### src/rtl/axi_burst_reader.sv
// AXI4 read master: turns a linear fetch command into 4 KB-safe INCR bursts
// and forwards the returned beats as an AXI-Stream with TLAST on the last beat.
module axi_burst_reader #(
  parameter int DATA_WIDTH    = 32,
  parameter int ADDR_WIDTH    = 16,
  parameter int STRB_WIDTH    = DATA_WIDTH / 8,
  parameter int ID_WIDTH      = 8,
  parameter int LEN_WIDTH     = 16,
  parameter int MAX_BURST_LEN = 256
) (
  input  logic                  clk,
  input  logic                  rst_n,
  // command
  input  logic [ADDR_WIDTH-1:0] s_cmd_addr,
  input  logic [LEN_WIDTH-1:0]  s_cmd_len,
  input  logic [ID_WIDTH-1:0]   s_cmd_id,
  input  logic                  s_cmd_valid,
  output logic                  s_cmd_ready,
  // AXI4 read address channel
  output logic [ID_WIDTH-1:0]   m_axi_arid,
  output logic [ADDR_WIDTH-1:0] m_axi_araddr,
  output logic [7:0]            m_axi_arlen,
  output logic [2:0]            m_axi_arsize,
  output logic [1:0]            m_axi_arburst,
  output logic                  m_axi_arlock,
  output logic [3:0]            m_axi_arcache,
  output logic [2:0]            m_axi_arprot,
  output logic                  m_axi_arvalid,
  input  logic                  m_axi_arready,
  // AXI4 read data channel
  input  logic [ID_WIDTH-1:0]   m_axi_rid,
  input  logic [DATA_WIDTH-1:0] m_axi_rdata,
  input  logic [1:0]            m_axi_rresp,
  input  logic                  m_axi_rlast,
  input  logic                  m_axi_rvalid,
  output logic                  m_axi_rready,
  // AXI-Stream out
  output logic [DATA_WIDTH-1:0] m_axis_tdata,
  output logic                  m_axis_tlast,
  output logic                  m_axis_tvalid,
  input  logic                  m_axis_tready,
  // status
  output logic                  busy,
  output logic                  done,
  output logic                  error
);

  localparam int SIZE_LOG2 = $clog2(STRB_WIDTH);
  localparam logic [ADDR_WIDTH-1:0] ALIGN_MASK = ~ADDR_WIDTH'(STRB_WIDTH - 1);

  typedef enum logic [1:0] {IDLE, ADDR, DATA} state_t;

  state_t                state_q, state_d;
  logic                  cmd_ready_q, cmd_ready_d;
  logic                  arvalid_q, arvalid_d;
  logic [ADDR_WIDTH-1:0] addr_q, addr_d;
  logic [7:0]            arlen_q, arlen_d;
  logic [ID_WIDTH-1:0]   id_q, id_d;
  logic [LEN_WIDTH-1:0]  rem_q, rem_d;
  logic [8:0]            beats_q, beats_d;
  logic [8:0]            burst_cnt_q, burst_cnt_d;
  logic                  busy_q, busy_d;
  logic                  done_q, done_d;
  logic                  error_q, error_d;

  logic [ADDR_WIDTH-1:0] accept_addr, next_addr;
  logic [8:0]            accept_beats, next_beats;
  logic                  beat_hs;

  // Burst size is the smallest of: what is left, the burst cap, and the beats
  // remaining before the next 4 KB page.
  function automatic logic [8:0] burst_beats(input logic [11:0] page_off,
                                             input logic [LEN_WIDTH-1:0] rem);
    int unsigned n;
    int unsigned to_4k;
    n     = 32'(rem);
    to_4k = 32'(13'd4096 - 13'(page_off)) >> SIZE_LOG2;
    if (n > MAX_BURST_LEN) n = MAX_BURST_LEN;
    if (n > to_4k) n = to_4k;
    return 9'(n);
  endfunction

  assign accept_addr  = s_cmd_addr & ALIGN_MASK;
  assign accept_beats = burst_beats(accept_addr[11:0], s_cmd_len);
  assign next_addr    = addr_q + (ADDR_WIDTH'(beats_q) << SIZE_LOG2);
  assign next_beats   = burst_beats(next_addr[11:0], rem_q - LEN_WIDTH'(1));

  // Read data passes straight through to the stream while a burst is open.
  assign m_axi_rready  = (state_q == DATA) && m_axis_tready;
  assign m_axis_tvalid = (state_q == DATA) && m_axi_rvalid;
  assign m_axis_tdata  = m_axi_rdata;
  assign m_axis_tlast  = (state_q == DATA) && (rem_q == LEN_WIDTH'(1));
  assign beat_hs       = m_axis_tvalid && m_axis_tready;

  always_comb begin
    // NOTE: every variable gets a default before the case so no path leaves
    // one unassigned, which would otherwise infer a latch.
    state_d     = state_q;
    cmd_ready_d = cmd_ready_q;
    arvalid_d   = arvalid_q;
    addr_d      = addr_q;
    arlen_d     = arlen_q;
    id_d        = id_q;
    rem_d       = rem_q;
    beats_d     = beats_q;
    burst_cnt_d = burst_cnt_q;
    busy_d      = busy_q;
    done_d      = 1'b0;
    error_d     = error_q;

    unique case (state_q)
      IDLE: begin
        cmd_ready_d = 1'b1;
        busy_d      = 1'b0;
        if (s_cmd_valid && cmd_ready_q) begin
          cmd_ready_d = 1'b0;
          busy_d      = 1'b1;
          error_d     = 1'b0;
          addr_d      = accept_addr;
          rem_d       = s_cmd_len;
          id_d        = s_cmd_id;
          if (s_cmd_len == '0) begin
            done_d = 1'b1;
          end else begin
            state_d   = ADDR;
            arvalid_d = 1'b1;
            beats_d   = accept_beats;
            arlen_d   = 8'(accept_beats - 9'd1);
          end
        end
      end

      ADDR: begin
        if (m_axi_arready) begin
          arvalid_d   = 1'b0;
          state_d     = DATA;
          burst_cnt_d = beats_q;
        end
      end

      DATA: begin
        if (beat_hs) begin
          rem_d       = rem_q - LEN_WIDTH'(1);
          burst_cnt_d = burst_cnt_q - 9'd1;
          if (m_axi_rresp != 2'b00) error_d = 1'b1;
          if (burst_cnt_q == 9'd1) begin
            addr_d = next_addr;
            if (rem_q == LEN_WIDTH'(1)) begin
              state_d = IDLE;
              done_d  = 1'b1;
              busy_d  = 1'b0;
            end else begin
              state_d   = ADDR;
              arvalid_d = 1'b1;
              beats_d   = next_beats;
              arlen_d   = 8'(next_beats - 9'd1);
            end
          end
        end
      end

      default: state_d = IDLE;
    endcase
  end

  // NOTE: sequential state uses non-blocking assignments so every register
  // samples the pre-edge values, independent of statement order.
  always_ff @(posedge clk or negedge rst_n) begin
    if (!rst_n) begin
      state_q     <= IDLE;
      cmd_ready_q <= 1'b0;
      arvalid_q   <= 1'b0;
      addr_q      <= '0;
      arlen_q     <= '0;
      id_q        <= '0;
      rem_q       <= '0;
      beats_q     <= '0;
      burst_cnt_q <= '0;
      busy_q      <= 1'b0;
      done_q      <= 1'b0;
      error_q     <= 1'b0;
    end else begin
      state_q     <= state_d;
      cmd_ready_q <= cmd_ready_d;
      arvalid_q   <= arvalid_d;
      addr_q      <= addr_d;
      arlen_q     <= arlen_d;
      id_q        <= id_d;
      rem_q       <= rem_d;
      beats_q     <= beats_d;
      burst_cnt_q <= burst_cnt_d;
      busy_q      <= busy_d;
      done_q      <= done_d;
      error_q     <= error_d;
    end
  end

  assign s_cmd_ready   = cmd_ready_q;
  assign m_axi_arvalid = arvalid_q;
  assign m_axi_araddr  = addr_q;
  assign m_axi_arlen   = arlen_q;
  assign m_axi_arid    = id_q;
  assign m_axi_arsize  = 3'(SIZE_LOG2);
  assign m_axi_arburst = 2'b01;
  assign m_axi_arlock  = 1'b0;
  assign m_axi_arcache = 4'b0011;
  assign m_axi_arprot  = 3'b000;
  assign busy          = busy_q;
  assign done          = done_q;
  assign error         = error_q;

  // Beat counting is authoritative; RID and RLAST are deliberately ignored.
  logic unused_ok;
  assign unused_ok = ^{m_axi_rid, m_axi_rlast};

endmodule

### config.mk
export PLATFORM = sky130hd
export DESIGN_NAME = axi_burst_reader
export DESIGN_NICKNAME = d
export VERILOG_FILES = /design/src/rtl/axi_burst_reader.sv
export SDC_FILE = /design/constraint.sdc
export NUM_CORES = 1
export LEC_CHECK = 0
export ABC_AREA = 1
export BUFFER_PORTS_ARGS = -buffer_cell sky130_fd_sc_hd__buf_2
export CELL_PAD_IN_SITES_DETAIL_PLACEMENT = 1
export CELL_PAD_IN_SITES_GLOBAL_PLACEMENT = 1
export CORE_MARGIN = 2
export CORE_UTILIZATION = 40
export CTS_BUF_LIST = sky130_fd_sc_hd__clkbuf_8
export CTS_CLUSTER_SIZE = 8
export DETAILED_ROUTE_END_ITERATION = 12
export PLACE_DENSITY = 0.86
export SLEW_MARGIN = 20
export SYNTH_ARGS = -nofsm -noshare
export SYNTH_HDL_FRONTEND = slang
export SYNTH_SLANG_ARGS = --single-unit
### constraint.sdc
create_clock -name clk -period 7.75 [get_ports clk]
set_clock_uncertainty 0.2 [all_clocks]
set_input_delay 0 -clock clk [delete_from_list [all_inputs] [get_ports clk]]
set_output_delay 0 -clock clk [all_outputs]
set_load 0.01 [all_outputs]
==> out/qor.json <==
{
  "run_status": {
    "outcome": "completed"
  },
  "yosys": {
    "post_synth_instance_area_um2": 6170,
    "synth_flop_cell": "dfrtp_1",
    "postSynth.asyncResetShare_pct": 100,
    "yosys_register_bits": 71,
    "synth_area_per_cell_um2": 6.98,
    "ys_warn_count": 0,
    "synth.lib_cells_used.distinct": 47,
    "post_synth_inst_count": 885,
    "synth-seq-area-share_pct": 28.8,
    "synth-edff-count": 0
  },
  "timing": {
    "max_slew_violation_count": 0,
    "timing.max_slew.rel_slack_pct": 34.6,
    "finalCritPeriodShare_pct": 64.5,
    "fin_tns_setup_ns": 0,
    "fmax_mhz": 200,
    "fin_crit_ns": 5.00,
    "tightest_slew_ns": 0.981,
    "grt_setup_unrepaired": "no",
    "final-setup-viol-count": 0,
    "final_hold_viol_count": 0
  },
  "clocking": {
    "worst_skew_pair_later_pin_latency_ns": 0.39,
    "htree_num_levels": 3,
    "cts_inserted_buffers": 9,
    "cts_sinks": 71,
    "clock_tree_buffer_depth": 2,
    "cts_tree": "yes",
    "cts.root.buffer_cell": "clkbuf_8",
    "worst_setup_hold_path_clk_slew_ns": 0.09,
    "ctsResizeCount": 0
  },
  "worst_setup_path": {
    "timing.rr.end": "m_axi_arlen[6]$_DFFE_PN0P_",
    "critPathCaptureType": "flip-flop",
    "worst_path_max_delay_cell": "dfrtp_1",
    "rr_startpoint": "m_axi_araddr[2]$_DFFE_PN0P_",
    "critical_path.startpoint_type": "flip-flop",
    "data_required_critical_path_ns": 7.83,
    "path_class": "reg2reg",
    "setup.reg_to_reg.worst_slack_ns": 2.75,
    "timing.critical_path.fanout_max": 14,
    "timing.critical_path.buf_inv": 1,
    "critical_path.max_stage_delay_ns": 0.42,
    "ordered_list_of_cells_on_the_worst_path": "ha_1 > fa_1 > xor2_1 > nor3_1 > nand2_1 > nor2_1 > nand2_1 > nor4_1 > xor2_1 > ha_1 > nand2_1 > nor3b_1 > nand2_1 > nand2_1 > nand2_1 > o21ai_0 > inv_1 > a21oi_2 > ha_1 > nand2_1 > nor2_2 > nand3_1 > nand3_1 > nand2_1",
    "reg2reg_depth": 24,
    "arrival_ns": 5.07,
    "path_delay_family": "simple AND/OR/NAND/NOR gates",
    "critical_path_depth": 24,
    "critical_path.startpoint": "m_axi_araddr[2]$_DFFE_PN0P_",
    "critical-path-top-cell-by-count": "nand2_1"
  },
  "min_path": {
    "min_delay_worst_endpoint": "done$_DFF_PN0_",
    "holdCritStartpoint": "m_axis_tready",
    "whs_path_depth": 7,
    "min_path_type": "in2reg"
  },
  "global_routing": {
    "global_route_wire_length_before_repair_mm": 33.3,
    "maximum_number_of_pins_on_one_net_before_global_route_repair": 72,
    "grt_usage_pct": 25.8,
    "grt_pass1_vias": 6527,
    "grt-ovfl-total": 0,
    "antenna_found_initial": 0
  },
  "placed_design": {
    "globalplace.congestion": 0.867,
    "dpl.hpwl_mm": 14.1,
    "port_buffers": 83
  },
  "finish": {
    "multiInputGateArea_um2": 3610,
    "final_nets": 1150,
    "antennaDiodeCount": 0,
    "area.sequential_um2": 1780,
    "area_grow_syn2layout_pct": 21.9,
    "fill_cell_count": 1936,
    "fraction_of_final_layout_cells_with_drive_strength_greater_than_1_pct": 15.4
  },
  "power": {
    "power.ir.vdd_worst_v": 0.000216,
    "leakagePower_nw": 3.79,
    "p_per_area_nw_per_um2": 415,
    "total_power_w": 0.00313
  },
  "die": {
    "core_box_area_um2": 15100,
    "placement_rows": 45,
    "ioPinCount": 174,
    "area_enclosed_by_the_die_boundary_um2": 16400,
    "die-height_um": 128,
    "initial_core_util_pct": 40.8,
    "die_x_um": 128
  },
  "routing": {
    "routed_via_density": 5.21,
    "initialDrtViolationCount": 316,
    "wl_mm": 20.5,
    "dr.pass1.iters": 5,
    "drc_markers": 0,
    "drt-wirelength-per-cell_um": 16.9,
    "dr_total_vias": 6325,
    "postRouteAntennaNets": 0
  },
  "flow_run": {
    "timing.max_cap.violations": 0
  }
}
repair_timing:
item,4_1_cts,5_1_grt
buffers inserted,0,0
endpoints found under the hold margin,146,0
hold buffers,85,0
how the worst max path moves through the flow:
stage                                 endpoint  slack [ns]
finish              m_axi_arlen[6]$_DFFE_PN0P_        2.75
CTS                 m_axi_arlen[6]$_DFFE_PN0P_        2.72
detailed placement  m_axi_arlen[6]$_DFFE_PN0P_        2.78
global placement    m_axi_arlen[6]$_DFFE_PN0P_        2.92
floorplan           m_axi_arlen[6]$_DFFE_PN0P_        3.52
global route        m_axi_arlen[6]$_DFFE_PN0P_        2.26
per-stage QoR:
step	setup WS, ns	utilization (%)	area, um2	hold WS [ns]	cells
final	2.75	49.7	7530	0.0683	1213
after floorplan	3.52	-	6240	-0.496	902
after global routing	2.26	49.7	7530	0.0949	1213
after CTS	2.72	49.7	7520	0.0289	1213
after global placement	2.92	42.9	6500	-0.200	1112
after detailed placement	2.78	42.9	6500	-0.200	1112
cells in the mapped netlist (2+ instances only):
master | number | area (um2)
o21ai_1 | 6 | 30.0
o21bai_1 | 2 | 15.0
inv_1 | 101 | 379
o22ai_1 | 9 | 56.3
conb_1 | 2 | 7.51
nand2_1 | 182 | 683
a22oi_1 | 2 | 15.0
a31oi_1 | 4 | 25.0
a21oi_1 | 50 | 250
xnor2_1 | 5 | 43.8
buf_2 | 7 | 35.0
ha_1 | 40 | 500
nand2_2 | 12 | 75.1
xnor2_2 | 2 | 32.5
nand4_1 | 14 | 87.6
nor2_4 | 4 | 45.0
nor3_1 | 11 | 55.1
nor2_1 | 105 | 394
buf_4 | 47 | 353
nor2_2 | 7 | 43.8
xor2_2 | 3 | 48.8
clkbuf_1 | 13 | 48.8
nand3_1 | 44 | 220
xor2_1 | 17 | 149
o211ai_1 | 14 | 105
dfrtp_1 | 71 | 1780
a21oi_4 | 2 | 32.5
nand3b_1 | 2 | 15.0
nand2_4 | 3 | 33.8
o21ai_0 | 71 | 355
nor2_8 | 2 | 40.0
nand3_2 | 4 | 40.0
nor4_1 | 4 | 25.0
inv_2 | 10 | 37.5
worst reg2reg max path: stages, from the launching register on:
cell and delay (ns):
dfrtp_1 0.42, ha_1 0.24, fa_1 0.41, xor2_1 0.22, nor3_1 0.30, nand2_1 0.11, nor2_1 0.10, nand2_1 0.12
nor4_1 0.34, xor2_1 0.20, ha_1 0.16, nand2_1 0.09, nor3b_1 0.20, nand2_1 0.08, nand2_1 0.07, nand2_1 0.29
o21ai_0 0.27, inv_1 0.08, a21oi_2 0.26, ha_1 0.26, nand2_1 0.11, nor2_2 0.14, nand3_1 0.09, nand3_1 0.09
nand2_1 0.05
flip-flops by register name, summed over array words and instances (netlist names), 2 cells and up:
signal / count
m_axi_araddr: 14
m_axi_arid: 8
m_axi_arlen: 8
state_q: 2
rem_q: 16
beats_q: 9
burst_cnt_q: 9
layout by cell type, fill, tap and decap left out, types with 5 or more instances in the layout:
cell type and instances:
nand2_1 182, nor2_1 105, inv_1 102, dlygate4sd3_1 85, buf_2 82, o21ai_0 71
dfrtp_1 71, a21oi_1 49, nand3_1 44, ha_1 40, conb_1 19, xor2_1 17
nand4_1 14, o211ai_1 14, nand2_2 12, nor3_1 11, inv_2 10, o22ai_1 9
clkbuf_8 9, nor2_2 7, buf_4 7, o21ai_1 6, xnor2_1 5
routing by layer:
layer | share of wire [%] | wire (um) | GRT usage [%] | up-vias
met5 | 0 | 0 | 0 | -
met4 | 1.4 | 292 | 7.76 | 0
met3 | 4.6 | 950 | 3.80 | 16
met2 | 49 | 10100 | 45.1 | 181
met1 | 45 | 9160 | 32.9 | 3044
li1 | - | - | - | 3084
logic make-up after synthesis:
family,synth area share [%]
XOR/XNOR,4.44
AO/OA/AOI/OAI,15.1
AND/OR/NAND/NOR,29.2
buffers and inverters,13.9
adder cells (fa/ha/maj),8.43
flip-flops,28.8
other,0.122
report_power, final:
| group | switching [W] | internal, W | total, W |
|---|---|---|---|
| combinational | 0.00139 | 0.000717 | 0.00211 |
| sequential | 0.000178 | 0.000552 | 0.000731 |
| clock | 0.000171 | 0.000117 | 0.000287 |
| total | 0.00174 | 0.00139 | 0.00313 |
final cells by class:
type                    instances  share of cell area, %
multi-input cells             652                   47.9
flip-flops and latches         71                   23.6
repair buffers                174                   17.5
inverters                     112                   5.58
well taps                     188                   3.12
clock buffers                   9                   1.65
clock inverters                 7                  0.681
(Power assumes the default switching activity.)
